<file path="config.mk">
export PLATFORM = sky130hd
export DESIGN_NAME = ram_arbiter
export DESIGN_NICKNAME = d
export VERILOG_FILES = /design/src/rtl/ram_arbiter.sv
export SDC_FILE = /design/constraint.sdc
export NUM_CORES = 1
export LEC_CHECK = 0
export ABC_AREA = 1
export BUFFER_PORTS_ARGS = -buffer_cell sky130_fd_sc_hd__clkbuf_2
export CORE_UTILIZATION = 46
export DETAILED_ROUTE_END_ITERATION = 7
export PLACE_DENSITY = 0.8
export SYNTH_ARGS = -nofsm -noshare
export SYNTH_HDL_FRONTEND = slang
export SYNTH_SLANG_ARGS = --single-unit
</file>
<file path="constraint.sdc">
create_clock -name clk25 -period 1.6 [get_ports clk25]
set_clock_uncertainty 0.05 [all_clocks]
set_input_delay 0.16 -clock clk25 [delete_from_list [all_inputs] [get_ports clk25]]
set_output_delay 0.16 -clock clk25 [all_outputs]
set_load 0.02 [all_outputs]
</file>
<file path="src/rtl/ram_arbiter.sv">
// Shares the single-port main RAM between the CPU (owns every cpu_clken cycle plus the guard cycles before it) and a DMA requester.
// Optional CPU halt support is enabled by defining RAM_ARBITER_HALT_EN.
`timescale 1ns/1ps

module ram_arbiter #(
    parameter int CLKEN_DIV = 25,
    parameter int ADDR_W    = 13
) (
    input  logic              clk25,
    input  logic              rst,
    input  logic              cpu_clken,
    input  logic [ADDR_W-1:0] cpu_ab,
    input  logic              cpu_ram_cs,
    input  logic              cpu_we,
    input  logic [7:0]        cpu_dbo,
    output logic [7:0]        cpu_ram_dout,
    output logic              cpu_ready,
    input  logic              dma_req,
    input  logic              dma_we,
    input  logic [ADDR_W-1:0] dma_addr,
    input  logic [7:0]        dma_din,
`ifdef RAM_ARBITER_HALT_EN
    input  logic              dma_halt,
`endif
    output logic              dma_ack,
    output logic [7:0]        dma_dout,
    output logic [ADDR_W-1:0] ram_address,
    output logic              ram_w_en,
    output logic [7:0]        ram_din,
    input  logic [7:0]        ram_dout
);

    localparam int PW = $clog2(CLKEN_DIV);
    localparam logic [PW-1:0] PHASE_MAX      = PW'(CLKEN_DIV - 1);
    localparam logic [PW-1:0] PHASE_LAST_DMA = PW'(CLKEN_DIV - 4);

    typedef enum logic [1:0] {IDLE, ACCESS, RESP} state_t;

    state_t            state, state_next;
    logic [PW-1:0]     phase;
    logic              phase_ok;
    logic              halted;
    logic              window;
    logic              dma_slot;
    logic              req_we;
    logic [ADDR_W-1:0] req_addr;
    logic [7:0]        req_din;
    logic [7:0]        dout_q;

    always_ff @(posedge clk25 or posedge rst) begin
        if (rst) begin
            phase    <= '0;
            phase_ok <= 1'b0;
        end else if (cpu_clken) begin
            phase    <= '0;
            phase_ok <= 1'b1;
        end else if (phase != PHASE_MAX) begin
            phase    <= phase + 1'b1;
        end
    end

`ifdef RAM_ARBITER_HALT_EN
    // Halt state only changes on CPU enables so the CPU never sees a partial cycle.
    logic ready_q;

    always_ff @(posedge clk25 or posedge rst) begin
        if (rst) begin
            ready_q <= 1'b1;
        end else if (cpu_clken) begin
            ready_q <= !dma_halt;
        end
    end

    assign cpu_ready = ready_q;
    assign halted    = !ready_q;
`else
    assign cpu_ready = 1'b1;
    assign halted    = 1'b0;
`endif

    assign window = phase_ok && !cpu_clken && (halted || (phase <= PHASE_LAST_DMA));

    always_ff @(posedge clk25 or posedge rst) begin
        if (rst) begin
            state <= IDLE;
        end else begin
            state <= state_next;
        end
    end

    always_comb begin
        state_next = state;
        case (state)
            IDLE:    if (dma_req && window) state_next = ACCESS;
            ACCESS:  state_next = cpu_clken ? IDLE : RESP;
            RESP:    state_next = IDLE;
            default: state_next = IDLE;
        endcase
    end

    // The request is captured on entry so a requester dropping dma_req early cannot disturb the access.
    always_ff @(posedge clk25 or posedge rst) begin
        if (rst) begin
            req_we   <= 1'b0;
            req_addr <= '0;
            req_din  <= '0;
        end else if ((state == IDLE) && (state_next == ACCESS)) begin
            req_we   <= dma_we;
            req_addr <= dma_addr;
            req_din  <= dma_din;
        end
    end

    always_ff @(posedge clk25 or posedge rst) begin
        if (rst) begin
            dout_q <= 8'h00;
        end else if ((state == RESP) && !req_we) begin
            dout_q <= ram_dout;
        end
    end

    assign dma_slot     = (state == ACCESS) && !cpu_clken;
    assign ram_address  = dma_slot ? req_addr : cpu_ab;
    assign ram_din      = dma_slot ? req_din : cpu_dbo;
    assign ram_w_en     = dma_slot ? req_we : (cpu_we & cpu_ram_cs & cpu_clken);
    assign cpu_ram_dout = ram_dout;
    assign dma_ack      = (state == RESP);
    assign dma_dout     = ((state == RESP) && !req_we) ? ram_dout : dout_q;

endmodule

</file>
==> insert_results.sql, run 1 <==
INSERT INTO impl_metrics (metric_group, metric, value, unit) VALUES
('setup_path', 'critical_path_cell_sequence', 'clkinv_1, buf_4, o21ai_0, clkbuf_2', ''),
('pwr', 'comb_power_share', '0.333', ''),
('cts', 'cts_root_buf', 'sky130_fd_sc_hd__clkbuf_8', ''),
('synthesis', 'mappedNetlistNets', '318', ''),
('floorplanning', 'design.portCount', '97', ''),
('outcome', 'outcome', 'finished with violations', ''),
('sta', 'setup_slack', '-0.0262', 'ns'),
('sta', 'setup_violations', '2', ''),
('setup_path', 'reg2reg_from', 'phase[0]$_DFFE_PP0P_', ''),
('setup_path', 'critical_path.slowest_cell', 'sky130_fd_sc_hd__dfrtp_1', ''),
('setup_path', 'max_stage_delay', '0.35', 'ns'),
('sta', 'report.final.slew_viol_count', '0', ''),
('pwr', 'switching_power', '955', 'uW'),
('synthesis', 'synthesis.area', '1960', 'um2'),
('worst_hold_path', 'whs_endpoint', 'phase[4]$_DFFE_PP0P_', ''),
('grt', 'grt_pass1_vias', '1827', ''),
('cts', 'tritoncts', 'done', ''),
('sta', 'fmax', '615', 'MHz'),
('detailed_routing', 'finalWirelength', '4.84', 'mm'),
('pwr', 'seq_power_share', '0.427', ''),
('floorplanning', 'design.die.area', '4520', 'um2'),
('setup_path', 'worst_setup_path_end_kind', 'output pin', ''),
('worst_hold_path', 'hold_path_depth', '2', ''),
('synthesis', 'synth-async-reset-ratio', '1.00', ''),
('synthesis', 'synth_enable_flop_cells', '0', ''),
('detailed_routing', 'via_count', '1977', ''),
('setup_path', 'critical_path_required', '1.39', 'ns'),
('worst_hold_path', 'holdCritStartpoint', 'cpu_clken', ''),
('place', 'detailed_place_hpwl', '3.33', 'mm'),
('pwr', 'switching_share_of_total_power', '0.332', ''),
('floorplanning', 'die_width', '67.3', 'um'),
('finish', 'flow.area_growth_from_synthesis', '40.2', '%'),
('finish', 'num-fill-cells', '347', ''),
('sta', 'fin_crit_sh', '1.02', ''),
('sta', 'final-hold-violation-count', '0', ''),
('place', 'preCtsSetupSlack', '0.0990', 'ns'),
('sta', 'fin_crit', '1.63', 'ns'),
('cts', 'clockBufferDepth', '2', ''),
('pwr', 'power', '2.88', 'mW'),
('synthesis', 'synth.top_cells.by_area', 'sky130_fd_sc_hd__dfrtp_1 (49%), sky130_fd_sc_hd__nand2_1 (25%), sky130_fd_sc_hd__nand3_1 (8.9%), sky130_fd_sc_hd__buf_4 (4.2%), sky130_fd_sc_hd__ha_1 (1.9%)', ''),
('worst_hold_path', 'timing.hold.worst.class', 'in -> reg', ''),
('grt', 'grt_start_max_net_pins', '39', ''),
('pwr', 'pwr_density_cell', '1050', 'nW/um2'),
('finish', 'layout.nets', '417', ''),
('pwr', 'ir_worst_vdd', '0.000626', 'V'),
('synthesis', 'syn_avg_cell_area', '7.59', 'um2'),
('synthesis', 'synth_top_area_frac', '0.485', ''),
('finish', 'layout.area.seq', '952', 'um2'),
('detailed_routing', 'drt-pass1-iter-count', '4', ''),
('detailed_routing', 'drt_drc_violations_left', '0', ''),
('outcome', 'failed_checks', 'setup timing', ''),
('pwr', 'p_int', '1.93', 'mW'),
('setup_path', 'worst-endpoint-arrival', '1.42', 'ns'),
('place', 'gp_routability_congestion', '0.821', ''),
('synthesis', 'synth_largest_area_cell', 'sky130_fd_sc_hd__dfrtp_1', ''),
('detailed_routing', 'wl_per_cell', '11.9', 'um'),
('finish', 'multi_input_area', '895', 'um2'),
('setup_path', 'critical_path.startpoint_type', 'register', ''),
('synthesis', 'synth.yosys.seq_area_share', '0.485', ''),
('setup_path', 'path_class', 'reg -> out', ''),
('setup_path', 'cp_max_fo', '9', ''),
('synthesis', 'synthesis.instances', '258', ''),
('grt', 'grt.total_usage', '0.224', ''),
('sta', 'grt_setup_unrepaired', 'true', ''),
('detailed_routing', 'antenna_left', '0', ''),
('cts', 'cts_htree_levels', '2', ''),
('floorplanning', 'floorplan.rows', '23', ''),
('grt', 'grt_pass1_wl', '7.58', 'mm'),
('cts', 'sink_count', '38', ''),
('setup_path', 'critical_path.top_delay_family', 'buffers and inverters', ''),
('synthesis', 'yosys_register_bits', '38', '');
per-stage QoR:
step | hold WS [ns] | cell area [um2] | std cells | setup TNS, ns
floorplan | 0.176 | 1960 | 258 | 0
global placement | 0.223 | 2410 | 390 | 0
detailed placement | 0.231 | 2410 | 390 | 0
CTS | 0.0189 | 2550 | 400 | -0.0140
global route | 0.0234 | 2750 | 408 | -1.60
finish | 0.0255 | 2750 | 408 | -0.0433
timing repair:
item / in CTS / in global routing
endpoints found under the hold margin: 38 / 0
cloned: 0 / 1
hold buffers: 1 / 0
pin swaps: 0 / 8
endpoints found under the setup margin: 27 / 51
buffers inserted: 1 / 7
gates resized for setup: 10 / 64
layout by cell type, fill, tap and decap left out, types with 5 or more instances in the layout:
master | synthesis | routed
sky130_fd_sc_hd__buf_2 | 6 | 15
sky130_fd_sc_hd__buf_4 | 11 | 12
sky130_fd_sc_hd__buf_6 | 2 | 12
sky130_fd_sc_hd__clkbuf_2 | 0 | 70
sky130_fd_sc_hd__clkbuf_8 | 0 | 6
sky130_fd_sc_hd__dfrtp_1 | 38 | 37
sky130_fd_sc_hd__inv_1 | 5 | 5
sky130_fd_sc_hd__inv_2 | 7 | 6
sky130_fd_sc_hd__nand2_1 | 130 | 121
sky130_fd_sc_hd__nand2_2 | 1 | 8
sky130_fd_sc_hd__nand3_1 | 35 | 29
sky130_fd_sc_hd__nand3_2 | 3 | 8
sky130_fd_sc_hd__o21ai_0 | 6 | 6
worst reg2reg max path: cells and delay by family (launching register included):
family / cells / cell delay, ns
flip-flops: 1 / 0.43
AND/OR/NAND/NOR: 4 / 0.41
buffers and inverters: 1 / 0.25
adder cells (fa/ha/maj): 1 / 0.22
how the worst max path moves through the flow:
stage | startpoint | endpoint | slack (ns) | cells after the start
2_1_floorplan | state[0]$_DFF_PP0_ | dout_q[0]$_DFF_PP0_ | 0.27 | 4
4_1_cts | state[1]$_DFF_PP0_ | ram_address[1] | -0.01 | 6
5_1_grt | state[1]$_DFF_PP0_ | ram_address[1] | -0.1 | 6
3_3_place_gp | phase[0]$_DFFE_PP0P_ | req_din[1]$_DFFE_PP0P_ | 0.18 | 6
3_5_place_dp | phase[0]$_DFFE_PP0P_ | req_addr[5]$_DFFE_PP0P_ | 0.1 | 6
6_report | req_we$_DFFE_PP0P_ | ram_w_en | -0.03 | 4
sequential cells by signal, indices dropped and copies added, names as in the netlist:
name,cells
req_din,8
req_we,1
req_addr,13
phase_ok,1
phase,5
state,2
dout_q,8
metal layers:
| layer | routed length [um] | up-vias | track usage |
|---|---|---|---|
| met5 | 0 | - | 0 |
| met4 | 84 | 0 | 0.120 |
| met3 | 175 | 11 | 0.0389 |
| met2 | 2650 | 61 | 0.400 |
| met1 | 1940 | 915 | 0.251 |
| li1 | - | 990 | - |
final cells by class:
| class | instances | area share |
|---|---|---|
| clock buffer | 6 | 0.0301 |
| clock inverter | 2 | 0.00456 |
| inverter | 13 | 0.0223 |
| multi-input combinational | 188 | 0.326 |
| sequential | 38 | 0.347 |
| tap | 50 | 0.0228 |
| timing repair buffer | 111 | 0.248 |
Yosys cell counts, types with 2 or more instances:
cell	n
sky130_fd_sc_hd__nand3_2	3
sky130_fd_sc_hd__inv_2	7
sky130_fd_sc_hd__buf_4	11
sky130_fd_sc_hd__dfrtp_1	38
sky130_fd_sc_hd__nand2_1	130
sky130_fd_sc_hd__ha_1	3
sky130_fd_sc_hd__nor2_1	4
sky130_fd_sc_hd__inv_1	5
sky130_fd_sc_hd__o21ai_0	6
sky130_fd_sc_hd__buf_2	6
sky130_fd_sc_hd__nor2_4	2
sky130_fd_sc_hd__buf_6	2
sky130_fd_sc_hd__nand3_1	35
power by group through the flow:
stage	clock network, mW	registers, mW	logic [mW]
3_3_place_gp	0	1.24	0.691
6_report	0.693	1.23	0.959
5_1_grt	0.752	1.25	1.06
2_1_floorplan	0	1.22	0.481
3_5_place_dp	0	1.25	0.714
4_1_cts	0.703	1.23	0.733
logic make-up (layout without fill, tap and decap cells):
kind of cell | count (synthesis) | in the layout | share of synthesized area
fa+ha+maj | 3 | 3 | 0.0192
simple gates | 177 | 177 | 0.382
flops | 38 | 38 | 0.485
compound gates | 7 | 7 | 0.0179
buf+inv | 32 | 132 | 0.0939
other cells | 1 | 1 | 0.00191
Note: power is estimated with default switching activity, not from simulation.
==> run 2: changes to the inputs <==
- PLACE_DENSITY: 0.8 -> 0.88
==> run 2 against run 1 <==
Net effect: the flow still finishes with violations (setup timing); sequential power is essentially flat; wire length fell by 0.97%; critical path depth increased by 2; cell area is 4.6% lower; clock-buffer cell count is 1 higher; worst setup slack better by 0.0078 ns; register-to-register slack about the same; cell count is 0.98% lower; critical path type unchanged.
==> insert_results.sql, run 2 (same netlist as run 1, synthesis figures left out) <==
INSERT INTO impl_metrics (metric_group, metric, value, unit) VALUES
('run', 'cap_violations', '0', ''),
('pwr', 'switching_share_of_total_power', '0.329', ''),
('place', 'preCtsSetupSlack', '0.0846', 'ns'),
('setup_path', 'timing.critical_path.mode_cell', 'sky130_fd_sc_hd__nand2_1', ''),
('detailed_routing', 'drt_drc_violations_left', '0', ''),
('grt', 'grt_pass1_wl', '7.10', 'mm'),
('floorplanning', 'die_width', '67.3', 'um'),
('setup_path', 'max_stage_delay', '0.38', 'ns'),
('sta', 'setup_violations', '2', ''),
('pwr', 'leakage', '1.54', 'nW'),
('pwr', 'pwr_density_cell', '1030', 'nW/um2'),
('floorplanning', 'design.portCount', '97', ''),
('detailed_routing', 'antenna_left', '0', ''),
('sta', 'setup_tns', '-0.0284', 'ns'),
('setup_path', 'path_class', 'reg -> out', ''),
('pwr', 'clock_power_share', '0.250', ''),
('detailed_routing', 'initial_drt_markers', '124', ''),
('finish', 'most_common_cell_after_layout_fill_and_taps_aside', 'sky130_fd_sc_hd__nand2_1', ''),
('worst_hold_path', 'timing.hold.worst.class', 'in -> reg', ''),
('cts', 'sink_count', '38', ''),
('sta', 'fmax', '618', 'MHz'),
('floorplanning', 'core_outline_area', '4060', 'um2'),
('pwr', 'switching_power', '890', 'uW'),
('sta', 'setup_slack', '-0.0184', 'ns'),
('grt', 'grt_pass1_vias', '1596', ''),
('finish', 'largest_registers', 'req_addr: 13 flops, dout_q: 8 flops, req_din: 8 flops', ''),
('outcome', 'failed_checks', 'setup timing', ''),
('grt', 'gr-total-overflow', '0', ''),
('finish', 'max_ffs_per_register', '13', ''),
('finish', 'final_design_area_no_fill', '2620', 'um2'),
('outcome', 'outcome', 'finished with violations', ''),
('pwr', 'seq_power_share', '0.453', ''),
('detailed_routing', 'finalWirelength', '4.79', 'mm'),
('finish', 'most-common-layout-cells', 'sky130_fd_sc_hd__nand2_1 (127), sky130_fd_sc_hd__clkbuf_2 (79), sky130_fd_sc_hd__dfrtp_1 (37), sky130_fd_sc_hd__nand3_1 (35), sky130_fd_sc_hd__buf_4 (12)', ''),
('cts', 'tritoncts', 'done', ''),
('cts', 'cts_htree_levels', '2', ''),
('finish', 'drive_gt1_frac', '0.370', ''),
('place', 'gp_routability_congestion', '0.844', ''),
('cts', 'worst_skew_pair.late_latency', '0.29', 'ns'),
('sta', 'fin_crit', '1.62', 'ns'),
('detailed_routing', 'via_count', '1944', ''),
('place', 'dpl-instance-area', '2410', 'um2'),
('cts', 'clkSlewWorstSetupHoldPaths', '0.07', 'ns'),
('pwr', 'ir_worst_vdd', '0.000654', 'V'),
('finish', 'largest-register', 'req_addr', ''),
('sta', 'final-hold-violation-count', '0', ''),
('floorplanning', 'die_y', '67.3', 'um'),
('finish', 'layout.area.seq', '952', 'um2'),
('grt', 'initial_antenna_violation_count', '0', ''),
('detailed_routing', 'wl_per_cell', '11.9', 'um'),
('finish', 'multi_input_area', '845', 'um2'),
('pwr', 'comb_power_share', '0.297', ''),
('setup_path', 'critical_path.slowest_cell', 'sky130_fd_sc_hd__dfrtp_1', ''),
('floorplanning', 'initial_utilization', '0.483', ''),
('place', 'detailed_place_hpwl', '3.39', 'mm'),
('pwr', 'p_int', '1.82', 'mW'),
('setup_path', 'critical_path.startpoint_type', 'register', ''),
('grt', 'grt_start_max_net_pins', '39', ''),
('cts', 'cts_root_buf', 'sky130_fd_sc_hd__clkbuf_8', ''),
('setup_path', 'cp_max_fo', '21', ''),
('cts', 'clockBufferDepth', '2', ''),
('sta', 'grt_setup_unrepaired', 'true', ''),
('place', 'placement.io_buffers', '95', ''),
('cts', 'cts-buffers-inserted', '5', ''),
('setup_path', 'critical_path_required', '1.39', 'ns'),
('detailed_routing', 'detail_route.vias_per_cell', '4.81', ''),
('finish', 'num-fill-cells', '328', ''),
('grt', 'grt.total_usage', '0.212', ''),
('setup_path', 'worst-endpoint-arrival', '1.41', 'ns'),
('detailed_routing', 'drt-pass1-iter-count', '4', ''),
('floorplanning', 'floorplan.rows', '23', ''),
('sta', 'report.final.slew_viol_count', '0', ''),
('floorplanning', 'design.die.area', '4520', 'um2'),
('finish', 'num_antenna_cells', '0', ''),
('finish', 'layout.nets', '413', ''),
('finish', 'flow.area_growth_from_synthesis', '33.8', '%'),
('setup_path', 'critical_path_cell_sequence', 'inv_2, nand3_4, buf_12, nand2_1, nand2_1, buf_2', ''),
('sta', 'fin_crit_sh', '1.01', ''),
('setup_path', 'worst_setup_path_end_kind', 'output pin', '');
## run 2: power by group through the flow
| stage | Combinational, mW | Sequential (mW) | Clock [mW] |
|---|---|---|---|
| finish | 0.803 | 1.22 | 0.678 |
| global route | 0.885 | 1.24 | 0.737 |
| CTS | 0.768 | 1.22 | 0.688 |
| detailed placement | 0.719 | 1.24 | 0 |
| global placement | 0.694 | 1.23 | 0 |
| floorplan | 0.481 | 1.22 | 0 |
## run 2: what timing repair did
action	CTS	global route
hold endpoints to repair	38	0
pin swaps	1	2
hold buffers	1	0
resized for setup	15	22
endpoints found under the setup margin	29	52
gates cloned	1	0
buffers inserted	1	2
## run 2: final timing paths
check	start	endpoint	slack, ns	cells past startpoint
max in group asynchronous	rst	state[0]$_DFF_PP0_	0.69	4
min in group asynchronous	rst	req_addr[8]$_DFFE_PP0P_	0.45	4
min	cpu_clken	phase[4]$_DFFE_PP0P_	0.03	2
max reg2reg	phase[1]$_DFFE_PP0P_	req_din[0]$_DFFE_PP0P_	0.13	7
min reg2reg	dout_q[2]$_DFF_PP0_	dout_q[2]$_DFF_PP0_	0.42	2
max	state[1]$_DFF_PP0_	ram_address[1]	-0.02	6
## run 2: stage by stage
stage	util	hold WS [ns]	cells	power [mW]
global placement	0.595	0.219	391	1.93
floorplan	-	0.176	258	1.70
finish	0.646	0.0349	404	2.71
detailed placement	0.595	0.226	391	1.96
CTS	0.636	0.0298	402	2.68
global route	0.646	0.0344	404	2.87
## run 2: final cells by class
| class | count | area share |
|---|---|---|
| timing repair buffer | 106 | 0.233 |
| clock inverter | 1 | 0.00191 |
| clock buffer | 7 | 0.0329 |
| timing repair inverter | 1 | 0.00239 |
| sequential | 38 | 0.363 |
| multi-input combinational | 188 | 0.322 |
| inverter | 13 | 0.0205 |
| tap | 50 | 0.0239 |
## run 2: worst max-delay path: cells and delay by family, from the launching register on
kind                   cells  cell delay [ns]
DFF                        1             0.38
buffers and inverters      3             0.46
and+or+nand+nor            3             0.27
## run 2: per-layer routing
metal	GRT usage	share of wire	vias to the layer above
met5	0	0	-
li1	-	-	984
met2	0.365	0.53	71
met1	0.252	0.41	881
met3	0.0473	0.050	8
met4	0.0957	0.017	0
==> run 3: changes to the inputs <==
--- a/constraint.sdc
+++ b/constraint.sdc
@@ -3,3 +3,3 @@
 set_input_delay 0.16 -clock clk25 [delete_from_list [all_inputs] [get_ports clk25]]
 set_output_delay 0.16 -clock clk25 [all_outputs]
-set_load 0.02 [all_outputs]
+set_load 0.01 [all_outputs]
==> run 3 against run 2 <==
Net effect: the run now ends clean; critical path type unchanged; highest routed layer unchanged; register-to-register slack lost 0.03 ns; worst hold slack got worse by 0.0016 ns; sequential share of layout area fell by 0.29 points; cell area is 0.81% higher; combinational power shrank 19%; cell count shrank 0.25%.
==> insert_results.sql, run 3 (same netlist as run 1, synthesis figures left out) <==
INSERT INTO impl_metrics (metric_group, metric, value, unit) VALUES
('sta', 'setup_slack', '0.00724', 'ns'),
('worst_hold_path', 'whs_endpoint', 'phase[4]$_DFFE_PP0P_', ''),
('detailed_routing', 'detail_route.vias_per_cell', '4.92', ''),
('cts', 'cts-buffers-inserted', '5', ''),
('sta', 'setup_violations', '0', ''),
('pwr', 'pwr_density_cell', '1090', 'nW/um2'),
('detailed_routing', 'wl_per_cell', '11.7', 'um'),
('setup_path', 'reg2reg_to', 'req_addr[11]$_DFFE_PP0P_', ''),
('finish', 'final_design_area_no_fill', '2640', 'um2'),
('worst_hold_path', 'holdCritStartpoint', 'cpu_clken', ''),
('setup_path', 'worst-endpoint-arrival', '1.38', 'ns'),
('run', 'cap_violations', '0', ''),
('setup_path', 'r2r_setup_slack', '0.10', 'ns'),
('cts', 'clockBufferDepth', '2', ''),
('place', 'preCtsSetupSlack', '0.122', 'ns'),
('setup_path', 'critical_path_cell_sequence', 'inv_2, nand3_4, buf_12, nand2_1, nand2_1, buf_2', ''),
('setup_path', 'worst-r2r-cell-count', '6', ''),
('floorplanning', 'floorplan.rows', '23', ''),
('cts', 'tritoncts', 'done', ''),
('pwr', 'leakage', '1.56', 'nW'),
('sta', 'grt_setup_unrepaired', 'true', ''),
('cts', 'clkSlewWorstSetupHoldPaths', '0.07', 'ns'),
('pwr', 'power', '2.87', 'mW'),
('sta', 'setup_tns', '0', 'ns'),
('setup_path', 'critical_path.startpoint_type', 'register', ''),
('sta', 'fmax', '628', 'MHz'),
('detailed_routing', 'drt-pass1-iter-count', '4', ''),
('detailed_routing', 'drt_drc_violations_left', '0', ''),
('setup_path', 'worst_setup_path_end_kind', 'output pin', ''),
('finish', 'most-common-layout-cells', 'sky130_fd_sc_hd__nand2_1 (129), sky130_fd_sc_hd__clkbuf_2 (87), sky130_fd_sc_hd__dfrtp_1 (37), sky130_fd_sc_hd__nand3_1 (34), sky130_fd_sc_hd__buf_2 (8)', ''),
('detailed_routing', 'initial_drt_markers', '174', ''),
('finish', 'layout.nets', '412', ''),
('grt', 'grt_pass1_vias', '1663', ''),
('detailed_routing', 'finalWirelength', '4.73', 'mm'),
('worst_hold_path', 'timing.hold.worst.class', 'in -> reg', ''),
('setup_path', 'reg2reg_from', 'phase[0]$_DFFE_PP0P_', ''),
('setup_path', 'timing.critical_path.mode_cell', 'sky130_fd_sc_hd__nand2_1', ''),
('detailed_routing', 'antenna_left', '0', ''),
('outcome', 'outcome', 'completed', ''),
('floorplanning', 'core_outline_area', '4060', 'um2'),
('floorplanning', 'design.die.area', '4520', 'um2'),
('grt', 'grt.total_usage', '0.209', ''),
('pwr', 'ir_worst_vdd', '0.000749', 'V'),
('grt', 'grt_pass1_wl', '7.07', 'mm'),
('place', 'detailed_place_hpwl', '3.28', 'mm'),
('sta', 'final-hold-violation-count', '0', ''),
('cts', 'cts_root_buf', 'sky130_fd_sc_hd__clkbuf_8', ''),
('setup_path', 'critical_path.top_delay_family', 'buffers and inverters', ''),
('grt', 'gr-total-overflow', '0', ''),
('worst_hold_path', 'hold_path_depth', '2', ''),
('finish', 'num_antenna_cells', '0', ''),
('finish', 'num-fill-cells', '329', ''),
('sta', 'fin_crit_sh', '0.995', ''),
('finish', 'drive_gt1_frac', '0.368', ''),
('setup_path', 'path_class', 'reg -> out', ''),
('floorplanning', 'die_width', '67.3', 'um'),
('finish', 'layout.area.seq', '952', 'um2'),
('cts', 'sink_count', '38', ''),
('floorplanning', 'initial_utilization', '0.483', ''),
('finish', 'final_util', '0.651', ''),
('floorplanning', 'die_y', '67.3', 'um'),
('setup_path', 'cp_max_fo', '21', ''),
('finish', 'multi_input_area', '850', 'um2'),
('sta', 'fin_crit', '1.59', 'ns'),
('finish', 'largest-register', 'req_addr', ''),
('floorplanning', 'design.portCount', '97', ''),
('finish', 'flow.area_growth_from_synthesis', '34.9', '%'),
('cts', 'worst_skew_pair.late_latency', '0.29', 'ns'),
('setup_path', 'max_stage_delay', '0.37', 'ns'),
('setup_path', 'critical_path.slowest_cell', 'sky130_fd_sc_hd__dfrtp_1', ''),
('sta', 'report.final.slew_viol_count', '0', ''),
('place', 'dpl-instance-area', '2410', 'um2'),
('setup_path', 'critical_path_required', '1.39', 'ns'),
('finish', 'most_common_cell_after_layout_fill_and_taps_aside', 'sky130_fd_sc_hd__nand2_1', ''),
('setup_path', 'worstPathBufferInverterCount', '3', ''),
('place', 'placement.io_buffers', '95', ''),
('finish', 'max_ffs_per_register', '13', ''),
('grt', 'initial_antenna_violation_count', '0', ''),
('finish', 'largest_registers', 'req_addr: 13 flops, dout_q: 8 flops, req_din: 8 flops', ''),
('place', 'gp_routability_congestion', '0.821', ''),
('grt', 'grt_start_max_net_pins', '39', ''),
('detailed_routing', 'via_count', '1984', ''),
('cts', 'cts_htree_levels', '2', '');
## run 3: layer usage
layer / part of all wire / global-route usage / vias up
met4: 0.029 / 0.114 / 0
met1: 0.40 / 0.247 / 899
met3: 0.050 / 0.0355 / 13
met2: 0.52 / 0.358 / 84
li1: - / - / 988
met5: 0 / 0 / -
## run 3: worst max-delay path by stage
stage | from | end | slack (ns) | cells past startpoint
finish | state[1]$_DFF_PP0_ | ram_address[1] | 0.007 | 6
global route | state[1]$_DFF_PP0_ | ram_address[2] | -0.08 | 6
CTS | state[0]$_DFF_PP0_ | dma_dout[7] | 0.002 | 5
detailed placement | phase[0]$_DFFE_PP0P_ | req_din[5]$_DFFE_PP0P_ | 0.12 | 6
global placement | phase[0]$_DFFE_PP0P_ | req_din[4]$_DFFE_PP0P_ | 0.18 | 6
floorplan | phase[0]$_DFFE_PP0P_ | req_addr[0]$_DFFE_PP0P_ | 0.30 | 6
## run 3: final cells by class
| class | instances | share of cell area |
|---|---|---|
| flip-flops and latches | 38 | 0.360 |
| repair buffers | 105 | 0.217 |
| inverters | 13 | 0.0213 |
| clock buffers | 6 | 0.0313 |
| clock inverters | 2 | 0.0227 |
| multi-input cells | 188 | 0.321 |
| well taps | 50 | 0.0237 |
| repair inverters | 1 | 0.00237 |
## run 3: per-stage QoR
stage,instances,hold WS [ns]
3_5_place_dp,391,0.225
3_3_place_gp,391,0.220
4_1_cts,400,0.0367
2_1_floorplan,258,0.176
6_report,403,0.0332
5_1_grt,403,0.0320
## run 3: where the power goes
group	switching [mW]	leakage, nW	internal [mW]
Clock	0.334	0.0714	0.665
Combinational	0.370	1.02	0.277
Sequential	0.0868	0.471	1.14
## run 3: what timing repair did
item,4_1_cts,5_1_grt
pin swaps,0,7
resized for setup,3,22
gates cloned,0,2
hold buffers,1,0
setup endpoints to repair,21,48
hold endpoints to repair,38,0
setup buffers,0,1
